$ cat src/rtl/wb_timer_irq.sv
// wb_timer_irq: Wishbone programmable interval timer with level interrupt.
// Optional 16-bit prescaler at 0x10 is built when WB_TIMER_PRESCALER_EN is defined.
module wb_timer_irq #(
  parameter int unsigned WIDTH = 32,
  parameter logic [31:0] RESET_COMPARE = 32'h60
) (
  input  logic        clk_i,
  input  logic        reset_i,
  input  logic        wb_cyc_i,
  input  logic        wb_stb_i,
  input  logic        wb_we_i,
  input  logic [7:0]  wb_adr_i,
  input  logic [31:0] wb_dat_i,
  output logic [31:0] wb_dat_o,
  output logic        wb_ack_o,
  output logic        irq_o
);
  logic en, reload, ie, pending, tick, hit, req, wr;
  logic [2:0] sel;
  logic [WIDTH-1:0] count, compare, wdat;
  logic [31:0] rdata, prescale_rd;
  logic unused_ok;
  assign req = wb_cyc_i & wb_stb_i & ~wb_ack_o;
  assign wr = req & wb_we_i;
  assign sel = wb_adr_i[4:2];
  assign wdat = wb_dat_i[WIDTH-1:0];
  assign hit = tick & (count == compare);
  assign irq_o = pending & ie;
  assign unused_ok = ^{wb_adr_i[7:5], wb_adr_i[1:0], wb_dat_i};
`ifdef WB_TIMER_PRESCALER_EN
  logic [15:0] prescale, ps_cnt;
  always_ff @(posedge clk_i) begin
    if (reset_i) begin
      prescale <= '0;
      ps_cnt <= '0;
    end else begin
      if (wr && sel == 3'd4) prescale <= wb_dat_i[15:0];
      ps_cnt <= (!en || (wr && sel == 3'd4) || ps_cnt == prescale) ? '0 : ps_cnt + 16'd1;
    end
  end
  assign tick = en & (ps_cnt == prescale);
  assign prescale_rd = {16'd0, prescale};
`else
  assign tick = en;
  assign prescale_rd = '0;
`endif
  always_comb begin
    rdata = sel == 3'd0 ? {29'd0, ie, reload, en} :
            sel == 3'd1 ? 32'(count) :
            sel == 3'd2 ? 32'(compare) :
            sel == 3'd3 ? {31'd0, pending} :
            sel == 3'd4 ? prescale_rd : 32'd0;
  end
  // software writes to CTRL/COUNT override the tick's effect in the same cycle
  always_ff @(posedge clk_i) begin
    if (reset_i) begin
      en <= 1'b0;
      reload <= 1'b0;
      ie <= 1'b0;
      count <= '0;
      compare <= RESET_COMPARE[WIDTH-1:0];
      pending <= 1'b0;
    end else begin
      if (wr && sel == 3'd0) {ie, reload, en} <= wb_dat_i[2:0];
      else if (hit && !reload) en <= 1'b0;
      if (wr && sel == 3'd1) count <= wdat;
      else if (tick) count <= hit ? (reload ? '0 : count) : count + WIDTH'(1);
      if (wr && sel == 3'd2) compare <= wdat;
      if (hit) pending <= 1'b1;
      else if (wr && sel == 3'd3 && wb_dat_i[0]) pending <= 1'b0;
    end
  end
  always_ff @(posedge clk_i) begin
    if (reset_i) begin
      wb_ack_o <= 1'b0;
      wb_dat_o <= '0;
    end else begin
      wb_ack_o <= req;
      if (req) wb_dat_o <= rdata;
    end
  end
endmodule
$ cat config.mk
export PLATFORM = sky130hd
export DESIGN_NAME = wb_timer_irq
export DESIGN_NICKNAME = d
export VERILOG_FILES = /design/src/rtl/wb_timer_irq.sv
export SDC_FILE = /design/constraint.sdc
export NUM_CORES = 1
export LEC_CHECK = 0
export BUFFER_PORTS_ARGS = -buffer_cell sky130_fd_sc_hd__buf_2
export CAP_MARGIN = 20
export CORE_UTILIZATION = 60
export DETAILED_ROUTE_END_ITERATION = 8
export PLACE_DENSITY = 0.83
export RECOVER_POWER = 25
export SKIP_LAST_GASP = 1
export SYNTH_ARGS = -nofsm -noshare
export SYNTH_HDL_FRONTEND = slang
export SYNTH_SLANG_ARGS = --single-unit
$ cat constraint.sdc
create_clock -name clk_i -period 6.64 [get_ports clk_i]
set_input_delay 1.328 -clock clk_i [delete_from_list [all_inputs] [get_ports clk_i]]
set_output_delay 1.328 -clock clk_i [all_outputs]
set_load 0.02 [all_outputs]
# [Word-level counts from Yosys, hierarchy flattened]
# Cells that the tools add are included.
# W data, S select, Z words.
[totals] reg_bits=101 output_inout_bits=34 elab_cells=44
[op_classes] n_bitwise=6 reduce_logical=12 n_eq_ne=5 add_sub_neg=1 muxes=12
[op_table] operator="$mux W32" n=7
[op_table] operator="$add A32 B1 Y32 const B" n=1
[op_table] operator="$eq A32 B32 Y1" n=1
[op_table] operator="$eq A3 B2 Y1 const B" n=2
[op_table] operator="$logic_and A1 B1 Y1" n=6
[op_table] operator="$reduce_bool A2 Y1" n=3
[op_table] operator="$and A1 B1 Y1" n=5
[op_table] operator="$mux W1" n=5
[op_table] operator="$eq A3 B1 Y1 const B" n=1
[op_table] operator="$logic_not A3 Y1" n=1
[op_table] operator="$ne A3 B2 Y1 const B" n=1
[op_table] operator="$reduce_and A2 Y1" n=1
[op_table] operator="$logic_not A1 Y1" n=1
[op_table] operator="$not A1 Y1" n=1

# [Logic depth before layout (Yosys ltp)]
[logic_depth] ltp_word=7 ltp_mapped=9 mapped_depth_nobuf=6

# [Least setup slack after synthesis]
# OpenSTA, ideal clock, no wires.
[synth_path] path_type="input-to-reg" startpoint="input port wb_adr_i[3]" endpoint="register count[13]" path_stages=8 setup_time_ns=0.091 setup_slack_ns=3.470 t_required_ns=6.549 t_arrival_ns=3.079 cell_sequence="clkbuf_1 nor3b_1 and3_1 clkbuf_1 clkbuf_1 buf_1 nand2_1 a311oi_1"
[synth_between] elab_chain_len=4 word_cells_on_any_way=6 classes_between="eq/ne (2); mux (1); reduce/logical (3)"
[synth_rtl] item="start, declared" line="12" text="input logic [7:0] wb_adr_i,"
[synth_rtl] item="$eq A3 B1 Y1 (*)" line="66" text="if (wr && sel == 3'd1) count <= wdat;"
[synth_rtl] item="$logic_and A1 B1 Y1 (*)" line="66"
[synth_rtl] item="$ne A3 B2 Y1 (no line) / $reduce_bool A2 Y1 (equally long branches)"
[synth_rtl] item="$reduce_and A2 Y1 (no line)"
[synth_rtl] item="end signal, assigned" line="66"
[synth_rtl] item="end signal, assigned" line="67" text="else if (tick) count <= hit ? (reload ? '0 : count) : count + WIDTH'(1);"
[synth_rtl] item="end, declared" line="20" text="logic [WIDTH-1:0] count, compare, wdat;"
# Every way passes the cells marked *; elsewhere a longest branch is shown, timed or not.
# A chain may end at the register's enable or synchronous reset.

# [Final worst setup path]
[layout_path] startpoint="input port wb_adr_i[3]" endpoint="register compare[2]"
[layout_between] elab_chain_len=2
[layout_rtl] item="$eq A3 B2 Y1" line="68" text="if (wr && sel == 3'd2) compare <= wdat;"
[layout_rtl] item="$logic_and A1 B1 Y1" line="68"
[layout_rtl] item="end signal, assigned" line="61" text="compare <= RESET_COMPARE[WIDTH-1:0];"
[layout_rtl] item="end signal, assigned" line="68"
[layout_rtl] item="end, declared" line="20"
# Every way passes these cells.

==> out/metrics.yaml <==
sta:
  slew_headroom: 0.329
  tightest_slew_ns: 1.00
  fmax_mhz: 252
  clock_skew_ns: 0.0160
  hold_viol_final: 0
  setup_ws_ns: 2.67
  period_minus_slack_ns: 3.97
  setup_viol: 0
  slew_violations: 0
  period_share: 0.598
  tns_ns: 0
  rsz0062_at_grt: "no"
logic_synthesis:
  synthCells: 667
  ys_seq_area_frac: 0.381
  yosys-top-cells-count: "111 x nand2_1, 101 x dfxtp_1, 52 x nor2_1, 50 x clkbuf_1, 47 x nor3_1"
  yosys_most_used_dff: "dfxtp_1"
  ys_ff_latch: 101
  yosysTopAreaCell: "dfxtp_1"
  syn_avg_cell_area_um2: 7.95
  synth_edf_count: 0
  synth_warnings: 0
  async_flop_share: 0
  synthTopCellsByArea: "dfxtp_1 38%, nand2_1 7.9%, a221oi_1 4.8%, nor3_1 4.4%, nor2_1 3.7%"
  syn_nets: 713
  netlist_area_mm2: 0.00530
  ys_types: 64
  synth.top_cell.area_share: 0.381
  yosysMostFrequentCell: "nand2_1"
power_and_ir_drop:
  power.density_mw_per_mm2: 206
  design_power_total_mw: 1.20
  p_leak_nw: 2.10
  peakVddDrop_mv: 0.118
clock_network:
  cts_sinks: 101
  hold_buffers: 0
  cts_buffer_depth: 2
  root_buffer: "clkbuf_8"
  cts_inserted_buffers: 9
  path_clk_slew_ns: 0.11
  clock_latency_ns: 0.38
  cts_htree_levels: 3
  ctsResizeCount: 0
  cts_tree: "built"
  postCtsSetupBuffers: 0
global_routing:
  first_global_vias: 4960
  grt_usage: 0.379
  grt_remaining_overflow: 0
  grt_pass1_wl_mm: 26.2
  grt_max_degree: 72
  antenna_found_initial: 0
route:
  via_count: 5447
  antenna_left: 0
  viasPerCell: 6.71
  drt_iter0_drc: 475
  dr.pass1.iters: 5
  routed_wl_mm: 16.8
  drc: 0
  wire_per_inst_um: 20.7
setup_path:
  cp.required_ns: 6.94
  arrival_ns: 4.28
  reg2reg_to: "count[15]$_SDFFE_PP0P_"
  rrSetupSlack_ns: 3.35
  worstSetupPathType: "in2reg"
  crit_path_end_kind: "register"
  ff2ff_path_depth: 6
  r2r_start: "count[2]$_SDFFE_PP0P_"
  cp_max_fo: 17
  start_kind: "primary input"
placed_design:
  post_dp_cell_area_mm2: 0.00565
  gp_congestion: 1.04
  hpwl_mm: 11.6
  pre_cts_ws_ns: 2.36
  port-buffer-count: 73
worst_hold_path:
  min_from: "compare[16]$_SDFFE_PP0P_"
  hold_path_end: "compare[16]$_SDFFE_PP0P_"
  min-delay-path-class: "reg2reg"
  worstHoldPathCells: 2
floorplanning:
  die-height_um: 96.0
  row_count: 33
  die_w_um: 96.0
  die-area_mm2: 0.00922
  core_mm2: 0.00838
  initial_core_util: 0.632
  ioPinCount: 79
job:
  max-cap-violations: 0
finish:
  final_core_util: 0.695
  drive_gt1_frac: 0.116
  fin_area_mm2: 0.00582
  antenna_cells: 0
  final_nets: 748
  syn_to_final_growth_pct: 9.87
outcome:
  status: "finished clean"
## final cells by class
cell class | instances | area, um^2
inverters | 8 | 30.0
multi-input cells | 499 | 3020
well taps | 105 | 131
clock inverters | 6 | 93.8
flip-flops and latches | 101 | 2020
clock buffers | 10 | 128
repair buffers | 83 | 399
fillers | 740 | 2560
## power breakdown
group          total, mW  internal, mW  switching, mW
logic              0.125        0.0412         0.0833
registers          0.632         0.620         0.0121
clock network      0.443         0.217          0.226
## how the worst max path moves through the flow
| stage | start | end | cells past startpoint |
|---|---|---|---|
| finish | wb_adr_i[3] | compare[2]$_SDFFE_PP0P_ | 7 |
| floorplan | wb_adr_i[3] | count[13]$_SDFFE_PP0P_ | 8 |
| global placement | wb_adr_i[2] | count[12]$_SDFFE_PP0P_ | 8 |
| global route | wb_adr_i[3] | compare[7]$_SDFFE_PP0P_ | 7 |
| CTS | wb_adr_i[2] | count[17]$_SDFFE_PP0P_ | 8 |
| detailed placement | wb_adr_i[2] | count[7]$_SDFFE_PP0P_ | 8 |
## metal layers
layer  share of wire  track usage
met3           0.083       0.0648
met5               0            0
met4           0.027        0.163
met1            0.42        0.494
met2            0.47        0.615
## through the flow
step                hold WS [ns]  instances
floorplan                  0.459        667
global route               0.511        812
CTS                        0.491        811
finish                     0.492        812
global placement           0.469        794
detailed placement         0.478        795
## cell usage in the layout, fill, tap and decap left out, types with 11 or more instances in the layout
cell type and count:
a21oi_1 33, a221oi_1 29, buf_2 43, clkbuf_1 32, dfxtp_1 101, nand2_1 111
nand3_1 26, nand4_1 15, nor2_1 52, nor3_1 47, nor4_1 11, xnor2_1 20
xor2_1 22
## critical path: stages
cell      delay, ns
clkbuf_1       0.34
nor3b_1        0.56
clkbuf_1       0.68
and3_1         0.72
buf_4          0.39
nand2_1        0.10
a21oi_1        0.15
## registers in the layout (all words and copies together) (netlist names)
name and flops:
pending 1, wb_dat_o 32, ie 1, count 32, wb_ack_o 1, reload 1, en 1, compare 32
## logic make-up (layout without fill, tap and decap cells)
group / Yosys count / in the layout / share of synthesized area
AND/OR/NAND/NOR: 308 / 308 / 0.283
AO/OA/AOI/OAI: 140 / 140 / 0.195
flip-flops: 101 / 101 / 0.381
buffers and inverters: 67 / 107 / 0.0512
XOR/XNOR: 42 / 42 / 0.0694
multiplexers: 8 / 8 / 0.0179
adder cells (fa/ha/maj): 1 / 1 / 0.00236
Note: power is estimated with default switching activity, not from simulation.
